`config.mk`:
```
export PLATFORM = sky130hd
export DESIGN_NAME = object_motion_ctrl
export DESIGN_NICKNAME = d
export VERILOG_FILES = /design/src/rtl/vga_pkg.sv /design/src/rtl/push_debounce.sv /design/src/rtl/object_motion_ctrl.sv
export SDC_FILE = /design/constraint.sdc
export NUM_CORES = 1
export LEC_CHECK = 0
export CORE_AREA = 10 10 160 162
export CTS_CLUSTER_DIAMETER = 200
export CTS_CLUSTER_SIZE = 28
export DETAILED_ROUTE_END_ITERATION = 16
export DIE_AREA = 0 0 170 172
export SYNTH_ARGS = -nofsm -noshare
export SYNTH_HDL_FRONTEND = slang
export SYNTH_SLANG_ARGS = --single-unit
export TNS_END_PERCENT = 10
```
`constraint.sdc`:
```
create_clock -name clk_i -period 6.4 [get_ports clk_i]
set_input_delay 0.64 -clock clk_i [delete_from_list [all_inputs] [get_ports clk_i]]
set_output_delay 0.64 -clock clk_i [all_outputs]
set_load 0.1 [all_outputs]
```
`src/rtl/vga_pkg.sv`:
```
// Shared VGA timing constants, FSM/direction encodings and sprite colour sequence.
package vga_pkg;

   localparam int unsigned H_ACTIVE    = 640;
   localparam int unsigned V_ACTIVE    = 480;
   localparam int unsigned V_TICK_LINE = 481;

   typedef enum logic [1:0] {StIdle, StCalc, StCommit} state_e;
   typedef enum logic {DirPos = 1'b0, DirNeg = 1'b1} dir_e;

   localparam logic [2:0] ColorInit = 3'b100;
   localparam logic [2:0] Color1    = 3'b010;
   localparam logic [2:0] Color2    = 3'b001;
   localparam logic [2:0] Color3    = 3'b110;
   localparam logic [2:0] Color4    = 3'b011;
   localparam logic [2:0] Color5    = 3'b101;
   localparam logic [2:0] Color6    = 3'b111;

   typedef struct packed {
      logic [10:0] pos;
      dir_e        dir;
      logic        hit;
   } axis_t;

   function automatic logic [2:0] next_color(input logic [2:0] c);
      logic [2:0] n;
      n = ColorInit;
      case (c)
         ColorInit: n = Color1;
         Color1:    n = Color2;
         Color2:    n = Color3;
         Color3:    n = Color4;
         Color4:    n = Color5;
         Color5:    n = Color6;
         default:   n = ColorInit;
      endcase
      return n;
   endfunction

   // One axis of the update: auto bounces off the limits, manual clamps to them.
   function automatic axis_t axis_next(input logic [9:0] pos, input dir_e dir, input logic inc,
                                       input logic dec, input logic auto_mode,
                                       input logic signed [10:0] step,
                                       input logic signed [10:0] max);
      axis_t             r;
      logic signed [10:0] p;
      logic signed [10:0] n;
      p     = $signed({1'b0, pos});
      n     = p;
      r.dir = dir;
      r.hit = 1'b0;
      if (auto_mode) begin
         if (dir == DirPos) begin
            n = p + step;
            if (n >= max) begin
               n     = max;
               r.dir = DirNeg;
               r.hit = 1'b1;
            end
         end else begin
            n = p - step;
            if (n <= 11'sd0) begin
               n     = 11'sd0;
               r.dir = DirPos;
               r.hit = 1'b1;
            end
         end
      end else begin
         if (inc && !dec) begin
            n = p + step;
         end else if (dec && !inc) begin
            n = p - step;
         end
         if (n > max) begin
            n     = max;
            r.hit = 1'b1;
         end else if (n < 11'sd0) begin
            n     = 11'sd0;
            r.hit = 1'b1;
         end
      end
      r.pos = n;
      return r;
   endfunction

endpackage

```
`src/rtl/push_debounce.sv`:
```
// Per-bit 2-FF synchroniser plus stability counter; a level is accepted only after
// DB_CYCLES consecutive clocks of the new synchronised value.
module push_debounce #(
   parameter int unsigned DB_CYCLES = 500000,
   parameter int unsigned WIDTH     = 4
) (
   input  logic             clk_i,
   input  logic             rst_ni,
   input  logic [WIDTH-1:0] raw_i,
   output logic [WIDTH-1:0] db_o
);

   localparam int unsigned CntW = $clog2(DB_CYCLES + 1);

   logic [WIDTH-1:0] sync1_q, sync2_q;

   always_ff @(posedge clk_i or negedge rst_ni) begin
      if (!rst_ni) begin
         sync1_q <= '0;
         sync2_q <= '0;
      end else begin
         sync1_q <= raw_i;
         sync2_q <= sync1_q;
      end
   end

   for (genvar i = 0; i < WIDTH; i++) begin : g_bit
      logic            db_q;
      logic [CntW-1:0] cnt_q;

      always_ff @(posedge clk_i or negedge rst_ni) begin
         if (!rst_ni) begin
            db_q  <= 1'b0;
            cnt_q <= '0;
         end else if (sync2_q[i] == db_q) begin
            cnt_q <= '0;
         end else if (cnt_q == CntW'(DB_CYCLES - 1)) begin
            db_q  <= sync2_q[i];
            cnt_q <= '0;
         end else begin
            cnt_q <= cnt_q + 1'b1;
         end
      end

      assign db_o[i] = db_q;
   end

endmodule

```
`src/rtl/object_motion_ctrl.sv`:
```
// Per-frame sprite position/colour sequencer: detects the update line, then runs
// IDLE -> CALC -> COMMIT once, in manual (buttons) or auto (bounce) mode.
module object_motion_ctrl #(
   parameter int unsigned H_ACTIVE    = vga_pkg::H_ACTIVE,
   parameter int unsigned V_ACTIVE    = vga_pkg::V_ACTIVE,
   parameter int unsigned OBJ_SIZE    = 8,
   parameter int unsigned STEP        = 1,
   parameter int unsigned V_TICK_LINE = vga_pkg::V_TICK_LINE,
   parameter int unsigned DB_CYCLES   = 500000
) (
   input  logic       clk_i,
   input  logic       rst_ni,
   input  logic [3:0] push_i,
   input  logic [2:0] switch_i,
   input  logic [9:0] pixel_y_i,
   output logic [9:0] obj_x_o,
   output logic [9:0] obj_y_o,
   output logic [2:0] obj_color_o,
   output logic       frame_tick_o,
   output logic       edge_hit_o
);
   import vga_pkg::*;

   localparam logic signed [10:0] XMax = 11'(H_ACTIVE - OBJ_SIZE);
   localparam logic signed [10:0] YMax = 11'(V_ACTIVE - OBJ_SIZE);
   localparam logic [9:0] XInit = 10'((H_ACTIVE - OBJ_SIZE) / 2);
   localparam logic [9:0] YInit = 10'((V_ACTIVE - OBJ_SIZE) / 2);
   localparam logic [9:0] TickLine = 10'(V_TICK_LINE);

   logic [3:0]         push_db;
   logic               tick;
   logic signed [10:0] step;
   logic               auto_mode;
   axis_t              ax_d, ay_d, ax_q, ay_q;

   state_e     state_q;
   logic [9:0] prev_y_q, obj_x_q, obj_y_q;
   logic [2:0] color_q;
   dir_e       dir_x_q, dir_y_q;
   logic       frame_tick_q, edge_hit_q, auto_q;

   push_debounce #(
      .DB_CYCLES(DB_CYCLES),
      .WIDTH    (4)
   ) u_push_debounce (
      .clk_i (clk_i),
      .rst_ni(rst_ni),
      .raw_i (push_i),
      .db_o  (push_db)
   );

   assign tick      = (pixel_y_i == TickLine) && (prev_y_q != TickLine);
   assign auto_mode = switch_i[0];

   always_comb begin
      step = 11'(STEP * (32'(switch_i[2:1]) + 32'd1));
      ax_d = axis_next(obj_x_q, dir_x_q, push_db[0], push_db[1], auto_mode, step, XMax);
      ay_d = axis_next(obj_y_q, dir_y_q, push_db[2], push_db[3], auto_mode, step, YMax);
   end

   // prev_y resets to the tick line so a reset released mid-line cannot fire a tick.
   always_ff @(posedge clk_i or negedge rst_ni) begin
      if (!rst_ni) begin
         state_q      <= StIdle;
         prev_y_q     <= TickLine;
         obj_x_q      <= XInit;
         obj_y_q      <= YInit;
         color_q      <= ColorInit;
         dir_x_q      <= DirPos;
         dir_y_q      <= DirPos;
         frame_tick_q <= 1'b0;
         edge_hit_q   <= 1'b0;
         auto_q       <= 1'b0;
         ax_q         <= '0;
         ay_q         <= '0;
      end else begin
         prev_y_q     <= pixel_y_i;
         frame_tick_q <= tick;
         edge_hit_q   <= 1'b0;
         unique case (state_q)
            StIdle: begin
               if (tick) state_q <= StCalc;
            end
            StCalc: begin
               ax_q    <= ax_d;
               ay_q    <= ay_d;
               auto_q  <= auto_mode;
               state_q <= StCommit;
            end
            StCommit: begin
               obj_x_q    <= ax_q.pos[9:0];
               obj_y_q    <= ay_q.pos[9:0];
               dir_x_q    <= ax_q.dir;
               dir_y_q    <= ay_q.dir;
               edge_hit_q <= ax_q.hit | ay_q.hit;
               if (auto_q && (ax_q.hit || ay_q.hit)) color_q <= next_color(color_q);
               state_q    <= StIdle;
            end
            default: state_q <= StIdle;
         endcase
      end
   end

   assign obj_x_o      = obj_x_q;
   assign obj_y_o      = obj_y_q;
   assign obj_color_o  = color_q;
   assign frame_tick_o = frame_tick_q;
   assign edge_hit_o   = edge_hit_q;

endmodule

```
* Word-level counts from Yosys, hierarchy flattened
Index checks and enable logic that the tools add are counted.
Word-level totals: flip-flop bits (word level) 152, input bits 19, output and inout port bits 25
Cells by class: add/sub/neg operators 9, magnitude comparators 8, equal/unequal tests 19, multiplexer cells 44, bitwise gates (word level) 5, reductions and logical operators 17
Operators by type and width (count):
- 19-bit two-way mux | 8
- 10-bit two-way mux | 12
- 19-bit by 1-bit adder with 19-bit output (second input constant) | 4
- 19-bit equality test (second input constant) | 4
- 11-bit two-way mux | 6
- 10-bit by 3-bit adder with 11-bit output | 2
- 11-bit by 1-bit <= comparator with 1-bit output (second input constant) | 2
- 11-bit by 1-bit less-than comparator with 1-bit output (second input constant) | 2
- 10-bit by 3-bit subtractor with 11-bit output | 2
- 3-bit case mux with 6 select lines | 1
- 2-bit two-way mux | 7
- 11-bit by 10-bit greater-or-equal comparator with 1-bit output (second input constant) | 1
- 11-bit greater-or-equal comparator (second input constant) | 1
- 11-bit by 10-bit greater-than comparator with 1-bit output (second input constant) | 1
- 11-bit greater-than comparator (second input constant) | 1
- 10-bit by 9-bit equality test with 1-bit output (second input constant) | 1
- 10-bit by 9-bit inequality test with 1-bit output (second input constant) | 1
- 2-bit AND reduction | 5
- 3-bit equality test (second input constant) | 3
- 1-bit two-way mux | 9
- 3-bit by 2-bit equality test with 1-bit output (second input constant) | 2
- 1-bit logical AND | 6
- 1-bit equality test | 4
- 1-bit logical NOT | 4
- 10 further kinds | 13

* Depth between registers and ports, before layout
Gate-level depths: netlist of run 1.
word-level depth 9, gate-level depth with buffers 12, mapped depth without buffers 12

* Modules after synthesis
From an unflattened synthesis of run 1, not the netlist that was laid out.
Second synthesis, totals: cell total of the unflattened synthesis 961, area, all modules 9080.0 um^2
Modules (own cells, without submodules):
- object_motion_ctrl | instances 1, cells each 548, area an instance 4852.2 um^2, sequential area each 1621.6 um^2
- push_debounce | instances 1, cells each 413, area an instance 4227.8 um^2, sequential area each 2202.1 um^2

* Least setup slack after synthesis of run 1
No wires, ideal clock.
path kind register -> register, start reg obj_x_q[0], in the netlist obj_x_o[0], end reg ax_q[2] (netlist bit), setup time 0.126 ns, data arrival time 3.469 ns, data required time 6.274 ns, slack 2.804 ns, stages on the path, launching flop included 12, cell sequence dfrtp_1 -> ha_1 -> inv_1 -> fa_1 -> o21ba_2 -> or3_1 -> and3_1 -> nor3b_1 -> o211ai_2 -> a21oi_4 -> nor2_1 -> a221o_1
On the way: longest elaborated chain between the ends 8, elaborated cells on any way between the ends 15
RTL lines:
- start, declared | line object_motion_ctrl.sv:37 | logic [9:0] prev_y_q, obj_x_q, obj_y_q;
- start signal, assigned | line object_motion_ctrl.sv:66 | obj_x_q <= XInit;
- start signal, assigned | line object_motion_ctrl.sv:91 | obj_x_q <= ax_q.pos[9:0];
- 10-bit by 3-bit subtractor with 11-bit output | line vga_pkg.sv:61, vga_pkg.sv:72
- 11-bit two-way mux | line vga_pkg.sv:71 | end else if (dec && !inc) begin
- 11-bit two-way mux | line vga_pkg.sv:69 | if (inc && !dec) begin
- 11-bit two-way mux | line vga_pkg.sv:52 | if (auto_mode) begin
- 11-bit by 1-bit less-than comparator with 1-bit output | line vga_pkg.sv:77 | end else if (n < 11'sd0) begin
- 10-bit two-way mux | line vga_pkg.sv:77
- 10-bit two-way mux | line vga_pkg.sv:74 | if (n > max) begin
- 10-bit two-way mux (*) | line vga_pkg.sv:52
- end signal, assigned | line object_motion_ctrl.sv:74 | ax_q <= '0;
- end signal, assigned | line object_motion_ctrl.sv:85 | ax_q <= ax_d;
- end, declared | line object_motion_ctrl.sv:34 | axis_t ax_d, ay_d, ax_q, ay_q;
Every way passes the cells marked *; elsewhere a longest branch is shown, timed or not. The select of a mux whose other input is x is not followed. A chain may end at the register's enable or synchronous reset.

* Final worst setup path of run 1
start in switch_i[1], end reg ax_q[5] (netlist bit)
On the way: longest elaborated chain between the ends 9, elaborated cells on any way between the ends 16
RTL lines:
- start, declared | line object_motion_ctrl.sv:14 | input logic [2:0] switch_i,
- 2-bit by 1-bit adder with 3-bit output (*) | line object_motion_ctrl.sv:56 | step = 11'(STEP * (32'(switch_i[2:1]) + 32'd1));
- 10-bit by 3-bit subtractor with 11-bit output | line vga_pkg.sv:61, vga_pkg.sv:72
- 11-bit two-way mux | line vga_pkg.sv:71
- 11-bit two-way mux | line vga_pkg.sv:69
- 11-bit two-way mux | line vga_pkg.sv:52
- 11-bit by 1-bit less-than comparator with 1-bit output | line vga_pkg.sv:77
- 10-bit two-way mux | line vga_pkg.sv:77
- 10-bit two-way mux | line vga_pkg.sv:74
- 10-bit two-way mux (*) | line vga_pkg.sv:52
Marked as above.

==> results of run 1 <==
cell families (layout without fill, tap and decap cells):
group	Yosys count	count (layout)	synth area share [%]
flops	152	152	43.32
buf+inv	81	112	3.657
simple gates	420	420	23.47
xor+xnor	97	97	9.624
mux	19	19	2.367
compound gates	180	180	14.25
fa+ha+maj	21	21	3.317
worst max-delay path: stages:
cell and delay (ns):
clkdlybuf4s50_1 0.48, ha_1 0.22, inv_1 0.08, ha_1 0.63
a211oi_2 0.25, and3_1 0.24, a22oi_1 0.59, nand4_1 0.20
o211ai_2 0.26, a21oi_4 0.10, nor3_2 0.27, a221oi_1 0.13
registers in the layout, summed over array words and instances, names as in the netlist, 3 cells and up:
register,flops
u_push_debounce.g_bit.db_q,4
obj_x_o,10
u_push_debounce.sync2_q,4
ay_q,12
u_push_debounce.sync1_q,4
obj_color_o,3
ax_q,12
obj_y_o,10
u_push_debounce.g_bit.cnt_q,76
prev_y_q,10
metal layers:
layer	vias to the layer above	wire length (um)
li1	3475	-
met1	3462	10510
met2	200	9468
met3	33	1208
met4	0	404
met5	-	0
metrics by stage:
step | cell area (um^2) | cells
3_3_place_gp | 9445 | 1254
5_1_grt | 10050 | 1286
4_1_cts | 10050 | 1286
6_report | 10050 | 1286
2_1_floorplan | 8827 | 970
3_5_place_dp | 9445 | 1254
power groups by stage:
| stage | Combinational, uW | Sequential [uW] | Clock (uW) |
|---|---|---|---|
| floorplan | 114 | 1040 | 0 |
| global placement | 197 | 1030 | 0 |
| detailed placement | 196 | 1030 | 0 |
| CTS | 196 | 1020 | 1060 |
| global route | 217 | 1020 | 1100 |
| finish | 195 | 1020 | 1030 |
cell usage in the layout, fill, tap and decap left out, drive strengths merged, types with 5 or more instances in the layout:
cell	Yosys	layout
nor2	136	136
dfrtp	136	136
nand2	80	80
nand3	57	57
xnor2	52	52
o21ai	46	46
xor2	45	45
clkdlybuf4s50	0	42
inv	34	35
a21oi	31	31
nor3	22	22
clkbuf	34	22
and3	20	20
ha	17	17
nor2b	17	17
dfstp	16	16
mux2	15	15
nand4	14	14
nor4	14	14
o22ai	12	12
or3	11	11
a211oi	11	11
a31oi	10	10
nand2b	10	10
o21bai	7	7
o211ai	7	7
or2	7	7
nor3b	5	5
o221ai	5	5
a221oi	5	5
path summary, 6_finish.rpt:
path                                            startpoint                                 to  slack [ns]
worst max register to register                  obj_x_o[2]                            ax_q[5]        3.09
worst min register to register  u_push_debounce.sync1_q[2]         u_push_debounce.sync2_q[2]        0.35
max in group asynchronous                           rst_ni                         obj_x_o[6]        4.83
min in group clk_i              u_push_debounce.sync1_q[2]         u_push_debounce.sync2_q[2]        0.35
worst max-delay path                           switch_i[1]                            ax_q[5]        2.57
worst min-delay path                                rst_ni  u_push_debounce.g_bit[2].cnt_q[9]        0.25
final cells by class:
type | count | area [um^2] | share of cell area [%]
Timing Repair Buffer | 46 | 454.2 | 4.521
Clock buffer | 22 | 454.2 | 4.521
Sequential cell | 152 | 3824 | 38.06
Inverter | 34 | 127.6 | 1.270
Multi-Input combinational cell | 737 | 4683 | 46.62
Tap cell | 285 | 356.6 | 3.550
Clock inverter | 10 | 146.4 | 1.457
==> results.md, run 1 <==
- Net switching power: 557.7 uW
- Final number of hold-violating endpoints: 0
- TNS Setup: 0 ns
- Initial antenna violation count: 0
- Root buffer cell: clkbuf_16
- Largest net degree at the start of global routing: 92
- Max Clk Rate: 261.2 MHz
- GR met1 Demand/Resource: 21.40%
- Top cells by area, synth: dfrtp_1 (39%), nor2_1 (5.8%), xnor2_1 (5.2%)
- CTS tree: yes
- Reg2reg path depth: 9
- Final nets: 1,028
- Fillers: 2,099
- Via Count: 7,170
- Flops & latches, synth: 152
- P_int: 1681 uW
- Die height: 172 um
- Port-buffer cells: 43
- Worst hold path class: in -> async
- Clk_skew: 0.01702 ns
- Register share of total power: 45.4%
- RSZ-0062 raised after global routing: no
- Slew Limit Fails: 0
- Clk slew on worst S/H paths: 0.06 ns
- Initial drt markers: 578
- Depth of the CTS H-tree: 4
- Run status: complete, no violations
- WP data arrival: 4.11 ns
- Site Rows: 55
- Startpoint types: primary input
- Number of synthesized flops with an enable pin: 0
- Horiz. Die Dim: 170 um
- Core area: 22,370 um^2
- Mapped cell area: 8827 um^2
- Vias in the first global route: 6,957
- Routed Antenna Nets: 0
- Vias per inst: 5.575
- Dpl ws: 2.198 ns
- GR Util met2: 22.86%
- Ys Warns: 0
- Setup crit end kind: flop
- Post_cts resized: 0
- Ant diodes: 0
- Cell variety after synth: 81
- Die ar.: 29,240 um^2
- Met3 Use GR: 3.146%
- Total wire length: 21,600 um
- Skew-Pair Late Insertion Delay: 0.43 ns
- VDD IR-drop max: 0.0001230 V
- HPWL after DPL: 15,120 um
- Clk network pwr share: 45.9%
- Sw Share: 24.91%
- Ports: 44
- Total global-route track usage: 15.24%
- First-pass GRT wire length: 36,430 um
- Worst slew pin tran: 1.045 ns
- Sequential area share after synthesis: 43.32%
- Total power: 2239 uW
- DRC: 0
- Mapped Nets: 1,010
- Syn avg cell area: 9.100 um^2
- Static leakage: 0.004036 uW
- CP Max Fanout: 16
- Layout cells sized above 1: 8.392%
- PwrDens: 222.9 nW/um^2
- Layer carrying the most global-route usage: met2
- WL/cell: 16.79 um
- Worst Setup Path Type: in -> reg
- Required @ worst endpoint: 6.68 ns
- DRT Pass-1 Iters: 5
- Worst Slack Setup Final: 2.571 ns
- Post-synthesis async set-or-reset flop share: 100.0%
- Top cell type's share of synthesized area: 38.55%
- Grt ovf: 0
- CTS buffer count: 17
- Mapped Cells: 970
- Setup bufs post-CTS: 0
- Worst hold slack: 0.2509 ns
- Util after Layout: 44.92%
- Post-synth top cells: dfrtp_1 (136), nor2_1 (136), nand2_1 (80)
- Initial Util: 39.47%
- Dominant synthesized flop cell: dfrtp_1
- Final period utilization: 59.82%
- Cell taking the most area after synthesis: dfrtp_1
- Combinational Power Share: 8.7%
- P&R area growth vs syn: 13.81%
- Final RePlAce weighted congestion: 0.9424
- Max transition margin: 30.09%
- CTS max path bufs: 2
- Crit path time final: 3.829 ns
- Hold-fix buffers at CTS: 0
- Final setup viols: 0
- Max cap viols: 0
- Clock sinks: 152
No activity file was read; power rests on OpenSTA's default activity.
==> run 2: changes to the inputs <==
==> constraint.sdc (replaced) <==
create_clock -name clk_i -period 3.6 [get_ports clk_i]
set_input_delay 0.36 -clock clk_i [delete_from_list [all_inputs] [get_ports clk_i]]
set_output_delay 0.36 -clock clk_i [all_outputs]
set_load 0.1 [all_outputs]
==> results.md, run 2 (synthesis results as in run 1) <==
- Vias per inst: 5.478 (-1.7%)
- Ports: 44 (unchanged)
- Max transition margin: 31.02% (+0.93 points)
- Clk_skew: 0.01381 ns (-0.003216 ns)
- Max cap viols: 0 (unchanged)
- Max Clk Rate: 306.1 MHz
- CTS max path bufs: 2 (unchanged)
- HPWL after DPL: 16,170 um (+7.0%)
- Die ar.: 29,240 um^2 (unchanged)
- Clock sinks: 152 (unchanged)
- Required @ worst endpoint: 3.92 ns (-2.76 ns)
- Reg2reg start: obj_x_o[2]
- Most frequent cells in the layout: nor2_1 (136), dfrtp_1 (136), nand2_1 (80), buf_4 (65), nand3_1 (57)
- PwrDens: 387.1 nW/um^2 (+74%)
- Startpoint types: primary input
- CTS buffer count: 17 (unchanged)
- Final setup viols: 0 (unchanged)
- Placed Cells incl. Taps: 1,315 (+4.9%)
- TNS Setup: 0 ns (unchanged)
- Hold Path End: u_push_debounce.sync2_q[0]
- Worst Hold Path Cells: 0
- Final nets: 1,090 (+6.0%)
- DRC: 0 (unchanged)
- Final number of hold-violating endpoints: 0 (unchanged)
- Die height: 172 um (unchanged)
- P&R area growth vs syn: 19.53%
- Grt ovf: 0 (unchanged)
- Worst hold path class: reg -> reg
- Ant diodes: 0 (unchanged)
- Largest net degree at the start of global routing: 77 (-16%)
- Initial drt markers: 716 (+24%)
- WP data arrival: 3.58 ns (-0.53 ns)
- Via Count: 7,385 (+3.0%)
- Total wire length: 22,650 um (+4.9%)
- Biggest regs: u_push_debounce.g_bit.cnt_q: 76 flops, ax_q: 12 flops, ay_q: 12 flops
- Crit path time final: 3.267 ns
- Worst Setup Path Type: in -> reg
- Total global-route track usage: 16.05% (+0.81 points)
- Number of non-filler instances in the completed layout: 1,348 (+4.8%)
- Final period utilization: 90.75%
- Clk slew on worst S/H paths: 0.07 ns (about the same)
- Worst Slack Setup Final: 0.3329 ns (-2.238 ns)
- Reg2reg end: ax_q[10]
- Worst reg-to-reg setup slack: 0.44 ns (-2.65 ns)
- Initial Util: 39.47% (unchanged)
- CP Max Fanout: 5 (-11)
- Skew-Pair Late Insertion Delay: 0.43 ns (about the same)
- Max FFs per register: 76 (unchanged)
- DRT Pass-1 Iters: 8 (+3)
- First-pass GRT wire length: 38,090 um (+4.6%)
- VDD IR-drop max: 0.0002647 V (+120%)
- Worst slew pin tran: 1.031 ns (-0.01384 ns)
- Site Rows: 55 (unchanged)
- Vias in the first global route: 7,250 (+4.2%)
- Root buffer cell: clkbuf_16
- Setup crit end kind: flop
- Depth of the CTS H-tree: 4 (unchanged)
- Routed Antenna Nets: 0 (unchanged)
- Horiz. Die Dim: 170 um (unchanged)
- Port-buffer cells: 43 (unchanged)
- CTS tree: yes
- Initial antenna violation count: 0 (unchanged)
- Worst Hold Launch: u_push_debounce.sync1_q[0]
- Dpl ws: -0.03693 ns (-2.235 ns)
- Slew Limit Fails: 0 (unchanged)
- RSZ-0062 raised after global routing: no
- Run status: complete, no violations
- Final RePlAce weighted congestion: 0.9273 (-1.6%)
- Largest Register: u_push_debounce.g_bit.cnt_q
- Static leakage: 0.004378 uW (+8.5%)
- WL/cell: 16.81 um (about the same)
- Layout cells sized above 1: 14.30% (+5.9 points)
- Core area: 22,370 um^2 (unchanged)
- Reg2reg path depth: 10 (+1)
==> run 2: changes by cell type in the layout (fill, tap and decap cells not counted), moves of 2 or more <==
cell,change
buf_12,+2
buf_4,+62
clkbuf_1,-4
clkinvlp_4,-2
clkdlybuf4s50_1,-3
inv_6,+2
clkinv_2,+2
==> run 2: layout make-up <==
cell class | count | area [um^2]
tap | 285 | 356.6
clock buffer | 19 | 452.9
fill | 2108 | 11810
inverter | 34 | 127.6
sequential | 152 | 3824
timing repair buffer | 108 | 939.7
multi-input combinational | 737 | 4683
clock inverter | 13 | 167.7
==> run 2: worst max-delay path by stage <==
| stage | from | endpoint | slack (ns) | cells after the start |
|---|---|---|---|---|
| 2_1_floorplan | obj_x_o[0] | ax_q[2] | 0.004 | 11 |
| 3_3_place_gp | switch_i[1] | ax_q[10] | -0.05 | 14 |
| 3_5_place_dp | switch_i[1] | ax_q[2] | -0.04 | 12 |
| 4_1_cts | switch_i[1] | ax_q[2] | 0.35 | 12 |
| 5_1_grt | switch_i[1] | ax_q[10] | 0.04 | 14 |
| 6_report | switch_i[1] | ax_q[8] | 0.33 | 12 |
==> run 2: metrics by stage <==
step | utilization, % | power, uW | hold slack (ns) | instance area [um^2]
CTS | 47.18 | 4130 | 0.3492 | 10550
global route | 47.18 | 4262 | 0.3558 | 10550
detailed placement | 44.36 | 2226 | 0.3110 | 9921
floorplan | - | 2057 | 0.06441 | 8827
global placement | 44.36 | 2225 | 0.3089 | 9921
finish | 47.18 | 4085 | 0.3468 | 10550
==> run 2: where the power goes <==
group | leakage, uW | internal [uW] | total (uW) | switching, uW
clock network | 0.000300 | 1130 | 1890 | 752
logic | 0.00212 | 153 | 390 | 237
registers | 0.00196 | 1760 | 1810 | 51.7
==> run 2: repair_timing <==
item	in CTS	in global routing
endpoints found under the hold margin	41	0
gates resized for setup	0	0
hold buffers	1	0
setup endpoints to repair	0	0
buffers inserted	0	0
==> run 2: worst max-delay path, cell delays in order <==
cell and delay [ns]:
clkdlybuf4s50_1 0.43, ha_1 0.34, inv_1 0.13, fa_1 0.43, o21ba_2 0.22, or3_1 0.40, and3_1 0.20, nor3b_1 0.25
o211ai_2 0.17, a21oi_4 0.24, nor3_2 0.10, a221oi_1 0.31
==> run 2: layer usage <==
layer	vias up	GRT usage [%]	share of wire, %
met4	0	5.950	2.3
met2	232	24.43	44
met5	-	0	0
met3	36	3.260	6.0
li1	3590	-	-
met1	3527	22.05	47
